[config.mk]
export PLATFORM = sky130hd
export DESIGN_NAME = vid_framesync
export DESIGN_NICKNAME = d
export VERILOG_FILES = /design/src/rtl/vid_framesync.sv
export SDC_FILE = /design/constraint.sdc
export NUM_CORES = 1
export LEC_CHECK = 0
export CAP_MARGIN = 20
export CORE_MARGIN = 2
export CORE_UTILIZATION = 26
export DETAILED_ROUTE_END_ITERATION = 12
export GPL_TIMING_DRIVEN = 0
export RECOVER_POWER = 100
export SYNTH_ARGS = -nofsm -noshare
export SYNTH_HDL_FRONTEND = slang
export SYNTH_SLANG_ARGS = --single-unit
export TNS_END_PERCENT = 20
[constraint.sdc]
create_clock -name i_clk -period 7.2 [get_ports i_clk]
set_input_delay 1.44 -clock i_clk [delete_from_list [all_inputs] [get_ports i_clk]]
set_output_delay 1.44 -clock i_clk [all_outputs]
set_load 0.05 [all_outputs]
[src/rtl/vid_framesync.sv]
// vid_framesync: aligns an AXI-style pixel stream to frame starts, regenerates
// line/frame markers from its own position counters and flags geometry violations.
module vid_framesync #(
   parameter int PW = 24,
   parameter int LGFRAME = 12,
   parameter bit OPT_TUSER_IS_SOF = 1'b1
) (
   input  logic               i_clk,
   input  logic               i_reset,
   input  logic [LGFRAME-1:0] i_width,
   input  logic [LGFRAME-1:0] i_height,
   input  logic               S_VID_VALID,
   output logic               S_VID_READY,
   input  logic [PW-1:0]      S_VID_DATA,
   input  logic               S_VID_LAST,
   input  logic               S_VID_USER,
   output logic               M_VID_VALID,
   input  logic               M_VID_READY,
   output logic [PW-1:0]      M_VID_DATA,
   output logic               M_VID_LAST,
   output logic               M_VID_USER,
   output logic               o_locked,
   output logic               o_err
);
   typedef enum logic {SEARCH, LOCKED} state_t;
   state_t state_q, state_d;
   logic [LGFRAME-1:0] xpos_q, xpos_d, ypos_q, ypos_d, fx, fy, wm1, hm1;
   logic after_eof_q, acc, in_eol, in_eof, in_sof;
   logic exp_hlast, exp_vlast, exp_sof, mismatch, bad, fwd, f_hlast, f_vlast, f_sof;
   logic m_valid_q, m_last_q, m_user_q, err_q;
   logic [PW-1:0] m_data_q;

   assign S_VID_READY = !m_valid_q || M_VID_READY;
   assign acc = S_VID_VALID && S_VID_READY;

   always_comb begin
      wm1 = i_width - 1'b1;
      hm1 = i_height - 1'b1;
      in_eol = OPT_TUSER_IS_SOF ? S_VID_LAST : S_VID_USER;
      in_eof = S_VID_LAST && S_VID_USER;
      in_sof = OPT_TUSER_IS_SOF ? S_VID_USER : after_eof_q;
      exp_hlast = xpos_q == wm1;
      exp_vlast = ypos_q == hm1;
      exp_sof = xpos_q == '0 && ypos_q == '0;
      mismatch = (in_eol != exp_hlast) ||
                 (OPT_TUSER_IS_SOF ? (in_sof != exp_sof) : (in_eof != (exp_hlast && exp_vlast)));
      bad = acc && state_q == LOCKED && mismatch;
      fwd = acc && (state_q == SEARCH ? in_sof : (!mismatch || (OPT_TUSER_IS_SOF && in_sof)));
      // A beat that (re)starts a frame is always placed at pixel (0,0)
      fx = (state_q == SEARCH || mismatch) ? '0 : xpos_q;
      fy = (state_q == SEARCH || mismatch) ? '0 : ypos_q;
      f_hlast = fx == wm1;
      f_vlast = fy == hm1;
      f_sof = fx == '0 && fy == '0;
      xpos_d = fwd ? (f_hlast ? '0 : fx + 1'b1) : bad ? '0 : xpos_q;
      ypos_d = fwd ? (f_hlast ? (f_vlast ? '0 : fy + 1'b1) : fy) : bad ? '0 : ypos_q;
      state_d = fwd ? LOCKED : bad ? SEARCH : state_q;
   end

   always_ff @(posedge i_clk) begin
      if (i_reset) begin
         state_q <= SEARCH;
         xpos_q <= '0;
         ypos_q <= '0;
         after_eof_q <= 1'b0;
         m_valid_q <= 1'b0;
         err_q <= 1'b0;
      end else begin
         state_q <= state_d;
         xpos_q <= xpos_d;
         ypos_q <= ypos_d;
         if (acc) after_eof_q <= in_eof;
         err_q <= bad;
         if (fwd) m_valid_q <= 1'b1;
         else if (M_VID_READY) m_valid_q <= 1'b0;
      end
   end

   always_ff @(posedge i_clk) begin
      if (fwd) begin
         m_data_q <= S_VID_DATA;
         m_last_q <= OPT_TUSER_IS_SOF ? f_hlast : (f_hlast && f_vlast);
         m_user_q <= OPT_TUSER_IS_SOF ? f_sof : f_hlast;
      end
   end

   assign M_VID_VALID = m_valid_q;
   assign M_VID_DATA = m_data_q;
   assign M_VID_LAST = m_last_q;
   assign M_VID_USER = m_user_q;
   assign o_locked = state_q == LOCKED;
   assign o_err = err_q;
endmodule

==> results.md, run 1 <==
- Status: complete, no violations
- Placed instance area: 5100 um2
- Seq cells post-synth: 53
- Detail Placement HPWL: 9370 um
- Vias per cell: 5.30
- Hold Path Origin: o_locked$_SDFFE_PP0P_
- Largest net degree at the start of global routing: 28
- Die Width: 129 um
- Final Setup Violations: 0
- Post-Syn Area: 4040 um2
- R2R Setup Slk: 2.38 ns
- GRT overflow: 0
- Num CTS Buffers: 5
- Async SR Flop Fraction: 0%
- YS warnings: 0
- Crit path max-delay family: buffers and inverters
- Layout area overhead: 29.3%
- CP Depth: 13
- Global-route usage over all layers: 14.0%
- M3 GR Usage: 2.49%
- Number of max-cap violations: 0
- Crit path to: M_VID_DATA[10]$_DFFE_PP_
- CP startpoint kind: input port
- Worst-margin pin slew: 1.13 ns
- Residual DRC count: 0
- Vias: 4034
- Post-CTS Setup Bufs: 0
- Detailed Route Iter0 Violations: 268
- Worst setup path class: in2reg
- Vias in the first global route: 3755
- # IOs: 84
- Global route hottest layer: met2
- CP cell instances: dlygate4sd3_1 -> inv_1 -> ha_1 -> xnor2_1 -> xnor2_1 -> or4_1 -> or4_1 -> nor4_2 -> or2_1 -> buf_4 -> o21ai_0 -> inv_1 -> dlymetal6s2s_1
- Slew headroom: 24.4%
- Post-CTS Resized: 0
- Top cells by area, synth: edfxtp_1 (19%), dfxtp_1 (13%), xnor2_1 (5.0%)
- Number of flops mapped to enable cells by yosys: 26
- Drt pass-1 iters: 5
- WP data arrival: 6.57 ns
- CTS H-tree lvls: 2
- Distinct cell type count after synthesis: 75
- WL per Instance: 15.7 um
- Final instance area: 5220 um2
- Slack of the critical path: 0.550 ns
- Avg Inst Size Synth: 8.39 um2
- R2r endpoint: M_VID_DATA[10]$_DFFE_PP_
- Final setup TNS: 0 ns
- VDD IR max: 99.0 uV
- Clock Skew: 0.00917 ns
- Slowest-stage cell, CP: dlymetal6s2s_1
- Post-synth top cells: nand2_1 (41), nor2_1 (37), a21oi_1 (33)
- Layout cell share with drive strength beyond 1: 5.24%
- Crit. Startpoint: i_width[1]
- DIE AREA: 16500 um2
- CP max stage delay: 0.90 ns
- Final #Nets: 630
- Final worst path period share: 92.4%
- Synth Instances: 481
- Post-layout min period: 6.65 ns
- Core box area: 15200 um2
- Worst-path clk slew: 0.08 ns
- Pwr dens: 141 nW/um2
- Fin. Hold Viols: 0
- RSZ-0062 raised after global routing: no
- CP bufs+invs: 5
- WL final: 11900 um
- CP endpoint kind: register
- Top_reg_cell synth: dfxtp_1
- Largest area contributor in the netlist: edfxtp_1
- Worst Path Required: 7.12 ns
- Worst-path fanout max: 24
- Post-route ant nets: 0
- Synth top area share: 19.3%
- Buffers added on ports: 82
- Number of hold buffers added after cts: 0
- Met1 GRT Util: 18.0%
- RR Startpoint: xpos_q[0]$_SDFFE_PP0P_
- Site row count: 45
- HP Class: reg2reg
- Antenna diode count: 0
- First-pass GRT wire length: 18800 um
- Reg2Reg Depth: 10
- Starting Density: 26.6%
- Pre-CTS setup slack: 0.474 ns
- Final core occ: 34.3%
- Clock sink total: 53
- Final GP Congestion: 0.878
- CTS Root Buffer Type: clkbuf_16
- Met2 Use GR: 24.2%
- Die H: 129 um
- Fmax achieved: 0.150 GHz
- TritonCTS clock tree: yes
- Most common cell in the netlist: nand2_1
- Clock Path Buffers: 2
- Syn_nets: 539
- Slew Limit Fails: 0
- P_leak: 0.00180 uW
- Clock Latency Late Sink: 0.30 ns
- Initial antenna violation count: 0
- Register area share after synthesis: 32.7%
-- metrics by stage --
| stage | total power (uW) | hold WS [ns] | instances |
|---|---|---|---|
| floorplan | 430 | 0.486 | 481 |
| global placement | 495 | 0.507 | 751 |
| detailed placement | 499 | 0.512 | 752 |
| CTS | 745 | 0.523 | 760 |
| global route | 766 | 0.573 | 761 |
| finish | 734 | 0.519 | 761 |
-- state kept, by name, summed over array words and instances, names as in the netlist --
signal,flops
ypos_q,12
M_VID_DATA,24
xpos_q,12
M_VID_LAST,1
o_locked,1
M_VID_VALID,1
M_VID_USER,1
o_err,1
-- metal layers --
| metal | wire, um | vias to the layer above | part of all wire, % |
|---|---|---|---|
| met5 | 0 | - | 0 |
| met4 | 132 | 0 | 1.1 |
| met3 | 719 | 12 | 6.0 |
| met2 | 5660 | 133 | 47 |
| met1 | 5430 | 1924 | 45 |
| li1 | - | 1965 | - |
-- power breakdown --
group / switching (uW) / internal, uW / total, uW
Clock: 117 / 131 / 248
Combinational: 95.9 / 62.2 / 158
Sequential: 2.20 / 326 / 328
Total: 215 / 519 / 734
-- worst min-delay path: stages, from the launching register on --
cell and delay [ns]:
dfxtp_1 0.35, nand2_1 0.07, a21oi_1 0.06
-- cell families after synthesis --
family	after synthesis	synth area share, %
and+or+nand+nor	195	27.7
DFF	53	32.7
adders and majority gates	4	1.24
xor gates and xnor gates	42	9.80
muxes	8	1.98
AOI/OAI and AO/OA	128	21.2
buffers and inverters	51	5.33
-- cell type report --
cell class,instances,area [um2]
buffer,33,136
clock buffer,5,125
clock inverter,3,25.0
fill,1569,9980
inverter,18,67.6
multi-input combinational,377,2470
sequential,53,1320
tap,188,235
timing repair buffer,84,838
-- cell usage in the layout, fill, tap and decap left out, types with 16 or more instances in the layout --
cell / Yosys / routed
a21oi_1: 33 / 33
edfxtp_1: 26 / 26
dfxtp_1: 27 / 27
xnor2_1: 23 / 23
clkdlybuf4s50_1: 0 / 27
clkbuf_1: 26 / 28
nor2_1: 37 / 37
dlygate4sd3_1: 0 / 55
inv_1: 18 / 18
nand2_1: 41 / 41
nand3_1: 16 / 16
xor2_1: 17 / 17
o21ai_0: 24 / 25
-- worst min path at each step --
stage          slack (ns)  depth (start not counted)                endpoint
2_1_floorplan        0.49                          1  ypos_q[8]$_SDFFE_PP0P_
3_3_place_gp         0.51                          2   o_locked$_SDFFE_PP0P_
3_5_place_dp         0.51                          2   o_locked$_SDFFE_PP0P_
4_1_cts              0.52                          2   o_locked$_SDFFE_PP0P_
5_1_grt              0.57                          2   o_locked$_SDFFE_PP0P_
6_report             0.52                          2   o_locked$_SDFFE_PP0P_
(Power assumes the default switching activity.)
==> run 2: changes to the inputs <==
--- a/config.mk
+++ b/config.mk
@@ -6,11 +6,12 @@
 export NUM_CORES = 1
 export LEC_CHECK = 0
 export CAP_MARGIN = 20
-export CORE_MARGIN = 2
 export CORE_UTILIZATION = 26
+export CTS_CLUSTER_SIZE = 12
 export DETAILED_ROUTE_END_ITERATION = 12
 export GPL_TIMING_DRIVEN = 0
 export RECOVER_POWER = 100
+export SLEW_MARGIN = 40
 export SYNTH_ARGS = -nofsm -noshare
 export SYNTH_HDL_FRONTEND = slang
 export SYNTH_SLANG_ARGS = --single-unit
==> run 2 against run 1 <==
  * Power rose by 0.32%
  * Final area barely moved
  * Final cell count fell by 0.26%
  * Sequential cell count did not move
  * Worst setup slack improved by 0.014 ns
  * Critical path depth rose by 7
==> results.md, run 2 (synthesis gave the netlist of run 1 again) <==
- Status: complete, no violations
- Post-layout min period: 6.64 ns (-0.0141 ns)
- # IOs: 84 (unchanged)
- Vias per cell: 5.27 (-0.66%)
- Switching Power: 215 uW (+0.13%)
- WL final: 11600 um (-2.5%)
- CTS Root Buffer Type: clkbuf_16
- Post-CTS Setup Bufs: 0 (unchanged)
- Site row count: 45 (unchanged)
- Buffers added on ports: 82 (unchanged)
- WP data arrival: 6.84 ns (+0.27 ns)
- Slew headroom: 32.1% (+7.7 points)
- Final GP Congestion: 0.867 (-1.2%)
- Clock Latency Late Sink: 0.29 ns (about the same)
- Worst-path fanout max: 10 (-58%)
- Post-route ant nets: 0 (unchanged)
- Residual DRC count: 0 (unchanged)
- Largest register FFs: 24 (unchanged)
- Internal power: 521 uW (+0.40%)
- CP cell instances: clkdlybuf4s50_1 -> inv_1 -> ha_1 -> xnor2_1 -> xnor2_1 -> or4_1 -> or4_1 -> nor4_2 -> or2_1 -> buf_4 -> buf_2 -> nand2_1 -> inv_1 -> ha_1 -> and3_1 -> and4_1 -> and3_1 -> nand3_1 -> o21a_1 -> a311oi_1
- Hold WS: 0.520 ns (+0.00117 ns)
- Clk pwr share: 34.1% (+0.3 points)
- Final worst path period share: 92.2% (-0.20 points)
- Combinational Power Share: 21.4% (-0.2 points)
- Clock Skew: 0.00634 ns (-0.00283 ns)
- Antenna diode count: 0 (unchanged)
- Post-CTS Resized: 0 (unchanged)
- Final core occ: 34.3% (about the same)
- Final #Nets: 628 (-0.32%)
- Number of max-cap violations: 0 (unchanged)
- CP bufs+invs: 5 (unchanged)
- Worst-path clk slew: 0.07 ns (about the same)
- HP Class: reg2reg
- DIE AREA: 16000 um2 (-3.1%)
- Fmax achieved: 0.151 GHz (+0.21%)
- Commonest cells after routing, fill and taps aside: dlygate4sd3_1 (54), nand2_1 (41), nor2_1 (37), a21oi_1 (33)
- Clock Path Buffers: 2 (unchanged)
- Slack of the critical path: 0.564 ns (+0.0141 ns)
- Slew Limit Fails: 0 (unchanged)
- Reg power frac: 44.5% (-0.2 points)
- Pwr dens: 141 nW/um2 (+0.29%)
- Commonest non-fill, non-tap cell in the layout: dlygate4sd3_1
- CP endpoint kind: register
- RSZ-0062 raised after global routing: no
- Drt pass-1 iters: 5 (unchanged)
- Pre-CTS setup slack: 0.459 ns (-0.0148 ns)
- TritonCTS clock tree: yes
- Die H: 127 um (-1.6%)
- First-pass GRT wire length: 19100 um (+1.6%)
- Largest net degree at the start of global routing: 28 (unchanged)
- Worst setup path class: in2reg
- Layout area overhead: 29.4% (about the same)
- CTS H-tree lvls: 2 (unchanged)
- VDD IR max: 84.3 uV (-15%)
- Slowest-stage cell, CP: or4_1
- Final Setup Violations: 0 (unchanged)
- Vias in the first global route: 3798 (+1.1%)
- Clock sink total: 53 (unchanged)
- Core box area: 15200 um2 (unchanged)
- WL per Instance: 15.3 um (-2.2%)
- CP max stage delay: 0.66 ns (-0.24 ns)
- Pwr Total: 736 uW (+0.32%)
- Initial antenna violation count: 0 (unchanged)
- Global-route usage over all layers: 14.7% (+0.66 points)
- Detailed Route Iter0 Violations: 282 (+5.2%)
- Vias: 3997 (-0.92%)
- Detail Placement HPWL: 9190 um (-1.9%)
- Net Sw Frac: 29.2% (-0.056 points)
- CP startpoint kind: input port
- P_leak: 0.00178 uW (-0.94%)
- Worst-margin pin slew: 1.02 ns (-0.114 ns)
- Fin. Hold Viols: 0 (unchanged)
- Die Width: 127 um (-1.6%)
- GRT overflow: 0 (unchanged)
- Num CTS Buffers: 5 (unchanged)
- Layout cell share with drive strength beyond 1: 5.25% (+0.018 points)
- Starting Density: 26.6% (unchanged)
- Final setup TNS: 0 ns (unchanged)
- Crit path max-delay family: simple AND/OR/NAND/NOR gates
- Number of hold buffers added after cts: 0 (unchanged)
- Worst Path Required: 7.41 ns (+0.29 ns)
## run 2: worst paths after layout
path	cells after the start	start	slack, ns	end
max	20	i_width[1]	0.56	xpos_q[10]$_SDFFE_PP0P_
min	2	o_locked$_SDFFE_PP0P_	0.52	o_locked$_SDFFE_PP0P_
max reg2reg	17	xpos_q[0]$_SDFFE_PP0P_	2.35	xpos_q[10]$_SDFFE_PP0P_
min reg2reg	2	o_locked$_SDFFE_PP0P_	0.52	o_locked$_SDFFE_PP0P_
## run 2: power groups by stage
stage / Combinational [uW] / Sequential [uW] / Clock, uW
4_1_cts: 163 / 328 / 258
6_report: 158 / 328 / 251
3_5_place_dp: 163 / 335 / 0
2_1_floorplan: 68.0 / 362 / 0
3_3_place_gp: 160 / 335 / 0
5_1_grt: 171 / 329 / 269
## run 2: final cells by class
cell class              instances  area (um2)
repair buffers                 82         821
multi-input cells             377        2490
clock inverters                 3        28.8
fillers                      1593        9980
plain buffers                  33         136
well taps                     188         235
flip-flops and latches         53        1320
inverters                      18        67.6
clock buffers                   5         125
## run 2: worst min-delay path, stage by stage, from the launching register on
cell,delay [ns]
dfxtp_1,0.34
nand2_1,0.07
a21oi_1,0.06
## run 2: layer usage
metal	track usage (%)	wire (um)
met5	0	0
met4	4.82	204
met3	2.83	675
met2	24.8	5460
met1	18.7	5290
## run 2: stage by stage
stage / cell area [um2] / std cells
after floorplan: 4040 / 481
after global placement: 5090 / 751
after detailed placement: 5100 / 751
after CTS: 5250 / 759
after global routing: 5220 / 759
final: 5220 / 759
